### config.mk
export PLATFORM = sky130hd
export DESIGN_NAME = key_schedule_sequencer
export DESIGN_NICKNAME = d
export VERILOG_FILES = /design/src/rtl/aes_pkg.sv /design/src/rtl/keyExpansion.sv /design/src/rtl/key_schedule_sequencer.sv
export SDC_FILE = /design/constraint.sdc
export NUM_CORES = 2
export LEC_CHECK = 0
export CAP_MARGIN = 20
export CORE_MARGIN = 10
export CORE_UTILIZATION = 61
export DETAILED_ROUTE_END_ITERATION = 12
export PLACE_DENSITY = 0.84
export SYNTH_ARGS = -nofsm -noshare
export SYNTH_HDL_FRONTEND = slang
export SYNTH_SLANG_ARGS = --single-unit
### constraint.sdc
create_clock -name clk -period 16.35 [get_ports clk]
set_clock_uncertainty 0.05 [all_clocks]
set_input_delay 1.635 -clock clk [delete_from_list [all_inputs] [get_ports clk]]
set_output_delay 1.635 -clock clk [all_outputs]
set_load 0.01 [all_outputs]
### src/rtl/aes_pkg.sv
// Shared AES constants, round-key types and the key-schedule sequencer state encoding.
package aes_pkg;

    localparam int AES_NB    = 4;
    localparam int AES128_NK = 4;
    localparam int AES128_NR = 10;

    typedef logic [0:127] round_key_t;
    typedef logic [3:0]   round_idx_t;

    typedef enum logic [1:0] {
        IDLE,
        FWD,
        FILL,
        REV
    } ks_state_t;

    // Round constant for rounds 1..10; any other round yields zero.
    function automatic logic [7:0] aes_rcon(input round_idx_t round);
        logic [7:0] rc;
        case (round)
            4'd1:    rc = 8'h01;
            4'd2:    rc = 8'h02;
            4'd3:    rc = 8'h04;
            4'd4:    rc = 8'h08;
            4'd5:    rc = 8'h10;
            4'd6:    rc = 8'h20;
            4'd7:    rc = 8'h40;
            4'd8:    rc = 8'h80;
            4'd9:    rc = 8'h1b;
            4'd10:   rc = 8'h36;
            default: rc = 8'h00;
        endcase
        return rc;
    endfunction

endpackage

### src/rtl/keyExpansion.sv
// Combinational single-round key expansion: derives round key 'round' from the previous round key.
module keyExpansion
    import aes_pkg::*;
#(
    parameter int nk = 4
) (
    input  round_key_t key,
    input  round_idx_t round,
    output round_key_t key_out
);

    if (nk != AES128_NK) begin : g_bad_nk
        $error("keyExpansion: only nk=4 is supported");
    end

    logic [31:0] w_w [AES_NB];
    logic [31:0] w_n [AES_NB];
    logic [31:0] w_temp;

    // RotWord + Rcon only; this stage carries no SubWord.
    always_comb begin
        for (int unsigned i = 0; i < AES_NB; i++) begin
            w_w[i] = key[32*i +: 32];
        end
        w_temp = {w_w[AES_NB-1][23:0], w_w[AES_NB-1][31:24]} ^ {aes_rcon(round), 24'h000000};
        w_n[0] = w_w[0] ^ w_temp;
        for (int unsigned i = 1; i < AES_NB; i++) begin
            w_n[i] = w_n[i-1] ^ w_w[i];
        end
        key_out = '0;
        for (int unsigned i = 0; i < AES_NB; i++) begin
            key_out[32*i +: 32] = w_n[i];
        end
    end

endmodule

### src/rtl/key_schedule_sequencer.sv
// Steps keyExpansion once per cycle, stores all round keys, and streams them
// forward or reverse over a valid/ready interface, with replay from the store.
module key_schedule_sequencer
    import aes_pkg::*;
#(
    parameter int NK = 4,
    parameter int NR = NK + 6
) (
    input  logic         clk,
    input  logic         rst_n,
    input  logic         key_load,
    input  logic [0:127] key_in,
    input  logic         dec,
    input  logic         replay,
    input  logic         abort,
    output logic         key_ready,
    output logic         rk_valid,
    input  logic         rk_ready,
    output logic [0:127] rk_data,
    output logic [3:0]   rk_index,
    output logic         rk_last,
    output logic         store_valid
);

    if (NK != AES128_NK || NR != AES128_NR) begin : g_bad_nk
        $error("key_schedule_sequencer: only NK=4 (AES-128) is supported");
    end

    localparam round_idx_t LAST = round_idx_t'(NR);

    ks_state_t  r_state, w_state_nxt;
    round_key_t r_cur, w_cur_nxt;
    round_idx_t r_idx, w_idx_nxt;
    logic       r_store_valid, w_sv_nxt;
    logic       r_up, w_up_nxt;
    logic       r_replay, w_replay_nxt;

    round_key_t r_store [NR+1];
    logic       w_we;
    round_idx_t w_waddr;
    round_key_t w_wdata;

    round_key_t w_exp;
    round_idx_t w_round;
    round_idx_t w_end;
    logic       w_hs;

    assign w_round = r_idx + 4'd1;

    keyExpansion #(.nk(NK)) u_key_expansion (
        .key     (r_cur),
        .round   (w_round),
        .key_out (w_exp)
    );

    // Stream end: forward runs (FWD, forward replay) finish at NR, reverse runs at 0.
    assign w_end       = (r_state == FWD || r_up) ? LAST : 4'd0;
    assign key_ready   = (r_state == IDLE);
    assign rk_valid    = (r_state == FWD) || (r_state == REV);
    assign w_hs        = rk_valid && rk_ready;
    assign rk_index    = r_idx;
    assign rk_last     = rk_valid && (r_idx == w_end);
    assign store_valid = r_store_valid;

    always_comb begin
        rk_data = '0;
        if (r_state == FWD) begin
            rk_data = r_cur;
        end else if (r_state == REV) begin
            rk_data = r_store[r_idx];
        end
    end

    always_comb begin
        w_state_nxt  = r_state;
        w_cur_nxt    = r_cur;
        w_idx_nxt    = r_idx;
        w_sv_nxt     = r_store_valid;
        w_up_nxt     = r_up;
        w_replay_nxt = r_replay;
        w_we         = 1'b0;
        w_waddr      = w_round;
        w_wdata      = w_exp;

        case (r_state)
            IDLE: begin
                if (key_load) begin
                    w_cur_nxt    = key_in;
                    w_we         = 1'b1;
                    w_waddr      = 4'd0;
                    w_wdata      = key_in;
                    w_idx_nxt    = 4'd0;
                    w_sv_nxt     = 1'b0;
                    w_up_nxt     = 1'b0;
                    w_replay_nxt = 1'b0;
                    w_state_nxt  = dec ? FILL : FWD;
                end else if (replay && r_store_valid) begin
                    w_up_nxt     = !dec;
                    w_idx_nxt    = dec ? LAST : 4'd0;
                    w_replay_nxt = 1'b1;
                    w_state_nxt  = REV;
                end
            end
            FWD: begin
                if (w_hs) begin
                    if (r_idx == LAST) begin
                        w_sv_nxt    = 1'b1;
                        w_state_nxt = IDLE;
                    end else begin
                        w_cur_nxt = w_exp;
                        w_we      = 1'b1;
                        w_idx_nxt = w_round;
                    end
                end
            end
            FILL: begin
                w_cur_nxt = w_exp;
                w_we      = 1'b1;
                w_idx_nxt = w_round;
                if (w_round == LAST) begin
                    w_sv_nxt    = 1'b1;
                    w_up_nxt    = 1'b0;
                    w_state_nxt = REV;
                end
            end
            REV: begin
                if (w_hs) begin
                    if (r_idx == w_end) begin
                        w_state_nxt = IDLE;
                    end else begin
                        w_idx_nxt = r_up ? (r_idx + 4'd1) : (r_idx - 4'd1);
                    end
                end
            end
            default: w_state_nxt = IDLE;
        endcase

        // Abort overrides the whole case above; a replay keeps its already-complete store.
        if (abort) begin
            w_state_nxt  = IDLE;
            w_cur_nxt    = r_cur;
            w_idx_nxt    = r_idx;
            w_up_nxt     = r_up;
            w_replay_nxt = r_replay;
            w_we         = 1'b0;
            w_sv_nxt     = r_store_valid;
            if (r_state != IDLE && !r_replay) begin
                w_sv_nxt = 1'b0;
            end
        end
    end

    always_ff @(posedge clk or negedge rst_n) begin
        if (!rst_n) begin
            r_state       <= IDLE;
            r_cur         <= '0;
            r_idx         <= '0;
            r_store_valid <= 1'b0;
            r_up          <= 1'b0;
            r_replay      <= 1'b0;
        end else begin
            r_state       <= w_state_nxt;
            r_cur         <= w_cur_nxt;
            r_idx         <= w_idx_nxt;
            r_store_valid <= w_sv_nxt;
            r_up          <= w_up_nxt;
            r_replay      <= w_replay_nxt;
        end
    end

    always_ff @(posedge clk) begin
        if (w_we) begin
            r_store[w_waddr] <= w_wdata;
        end
    end

endmodule

==> flow_metrics.py <==
metrics = {
    "die": {
        "die_area_sq_um": 120000,
        "start_util": 0.615,
        "io_pins": 271,
        "die_h_um": 346,
        "die-width_um": 346,
        "rows": 119,
        "coreArea_sq_um": 105000,
    },
    "synthesis": {
        "synth_nets": 4156,
        "synth_edf_count": 1408,
        "synth_fa_ha_area_frac": 0.00232,
        "ys.flop_type": "edfxtp_1",
        "netlist_top_cells_area": "edfxtp_1, mux4_2, dfrtp_1",
        "async_flop_share": 0.0887,
        "yosysWarningCount": 0,
        "synth_compound_area_frac": 0.0826,
        "synth_commonest_cells": "edfxtp_1, o21ai_0, mux2i_1",
        "netlist_instances": 4009,
        "synth-simple-area-share": 0.0397,
        "synth-seq-cells": 1545,
        "ys_seq_area_frac": 0.705,
        "synth_top_area_frac": 0.652,
        "yosys.area_share.xor_xnor": 0.0205,
        "ys_types": 61,
        "syn_avg_cell_area_sq_um": 16.2,
        "yosys.area.top_type": "edfxtp_1",
        "yosys-mux-area-fraction": 0.131,
        "syn_area_sq_um": 64800,
        "synth_top_family_by_area": "multiplexers",
        "post-synth-top-count-cell": "edfxtp_1",
    },
    "power_and_ir_drop": {
        "powerDensity_nw_per_um2": 233,
        "power_uw": 17300,
        "peakVddDrop_mv": 0.253,
        "p_leak_uw": 0.0237,
    },
    "placement": {
        "place.gp.congestion": 0.886,
        "port_buffers": 270,
        "hpwl_um": 112000,
    },
    "cells_and_area": {
        "drive_gt1_frac": 0.146,
        "final_core_util": 0.705,
        "area_growth_pct": 14.6,
        "multi_input_area_sq_um": 18100,
        "seq_area_sq_um": 45700,
        "num-fill-cells": 6222,
        "nNetsFinal": 4406,
    },
    "clock_tree": {
        "hold_buffers": 0,
        "post_cts.repair.setup_buffers": 0,
        "clk_pin_slew_worst_paths_ns": 0.06,
        "cts_sinks": 1545,
        "max-clock-path-buffers": 3,
        "numCtsBuffers": 147,
        "cts_root_buffer": "clkbuf_16",
        "cts_tree": "built",
        "cts_max_level": 4,
        "clk_latency_ns": 0.77,
        "cts_resized": 0,
    },
    "timing": {
        "tightest_slew_ns": 1.29,
        "drv_slew": 0,
        "finalSetupViolCount": 0,
        "period_needed_ns": 7.13,
        "finalCritPeriodShare": 0.436,
        "slew_headroom": 0.136,
        "fmax_mhz": 140,
        "tns_ns": 0,
        "hold_viol_final": 0,
        "rsz0062_at_grt": "false",
    },
    "critical_path": {
        "required_ns": 14.66,
        "worstPathArrival_ns": 5.45,
        "critPathLaunchType": "register",
        "crit_path_max_fanout": 52,
        "crit_type": "register to output pin",
        "setup.worst_path.end_class": "output pin",
    },
    "detailed_routing": {
        "drtIter0Drc": 7013,
        "finalWirelength_um": 192000,
        "antenna_left": 0,
        "firstDrtPassIters": 7,
        "viasPerCell": 7.08,
        "drc": 0,
        "wl_per_cell_um": 33.3,
        "num_vias": 40911,
    },
    "global_routing": {
        "antenna_found_initial": 10,
        "grt_pass1_vias": 40007,
        "grt_max_degree": 202,
        "grt_pass1_wl_um": 275000,
        "overflow": 0,
        "gr-usage-all-layers": 0.314,
    },
    "hold_path": {
        "hp-class": "register to register",
    },
    "flow_run": {
        "maxCapViolCount": 0,
    },
    "status": {
        "status": "finished clean",
    },
}
[layer usage]
metal  track usage  routed length, um  up-vias
met4         0.176              12000       10
met1         0.406              64800    20347
met2         0.465              86100     3692
met3         0.110              29400      574
li1              -                  -    16288
met5             0                 67        -
[worst max-delay path: stages (launching register included)]
cell	delay (ns)
dfrtp_4	1.09
buf_4	0.89
buf_4	0.89
mux4_2	0.62
mux2i_1	0.17
o21ai_0	0.13
a22o_1	0.30
clkdlybuf4s50_1	0.49
[layout make-up]
cell class	instances	area share
Clock inverter	72	0.0118
Sequential cell	1545	0.615
Multi-Input combinational cell	2155	0.243
Clock buffer	203	0.0553
Timing Repair Buffer	396	0.0502
Tap cell	1391	0.0234
Antenna cell	2	0.0000673
Inverter	14	0.000808
[flip-flops by register name, indices dropped and copies added, names as in the netlist]
| signal | count |
|---|---|
| r_state | 2 |
| r_store | 1408 |
| r_cur | 128 |
| r_replay | 1 |
| store_valid | 1 |
| rk_index | 4 |
| r_up | 1 |
[stage by stage]
| step | setup slack (ns) | hold slack [ns] | cells | area (sq um) |
|---|---|---|---|---|
| 2_1_floorplan | 4.40 | 0.419 | 4009 | 64800 |
| 3_3_place_gp | 9.99 | 0.428 | 5476 | 69100 |
| 3_5_place_dp | 9.94 | 0.445 | 5476 | 69100 |
| 4_1_cts | 9.12 | 0.480 | 5751 | 74100 |
| 5_1_grt | 8.91 | 0.496 | 5778 | 74300 |
| 6_report | 9.22 | 0.481 | 5778 | 74300 |
[cell families after synthesis]
group                      after synthesis
and+or+nand+nor                        627
AOI/OAI and AO/OA                      847
muxes                                  529
adders and majority gates               12
DFF                                   1545
buffers and inverters                  309
xor gates and xnor gates               140
[layout by cell type (no fill, tap or decap), types with 29 or more instances in the layout]
master,count
clkbuf_1,41
edfxtp_1,1408
clkdlybuf4s50_1,269
o211ai_1,133
a22o_1,128
mux4_2,256
a21oi_1,161
o21ai_0,293
nor3_1,29
xnor2_1,91
nand3_1,71
nand2_1,246
xor2_1,40
buf_4,103
clkbuf_16,153
mux2i_1,272
nor2_1,235
dfrtp_1,133
o22ai_1,71
[power breakdown]
part	leakage, uW	total (uW)	switching, uW	internal, uW
clock	0.00244	3510	1460	2050
combinational	0.00702	7040	4880	2170
sequential	0.0143	6730	451	6280
[path summary, 6_finish.rpt]
kind                                    to  depth (start not counted)  slack, ns         from
max                            rk_data[19]                          7       9.22  rk_index[0]
min                             r_cur[125]                          2       0.48   r_cur[125]
max reg2reg                r_store[0][109]                          8      10.62  rk_index[1]
min reg2reg                     r_cur[125]                          2       0.48   r_cur[125]
max in group asynchronous         r_cur[0]                          2      14.07        rst_n
min in group asynchronous       r_cur[127]                          1       0.81        rst_n
(Power assumes the default switching activity.)
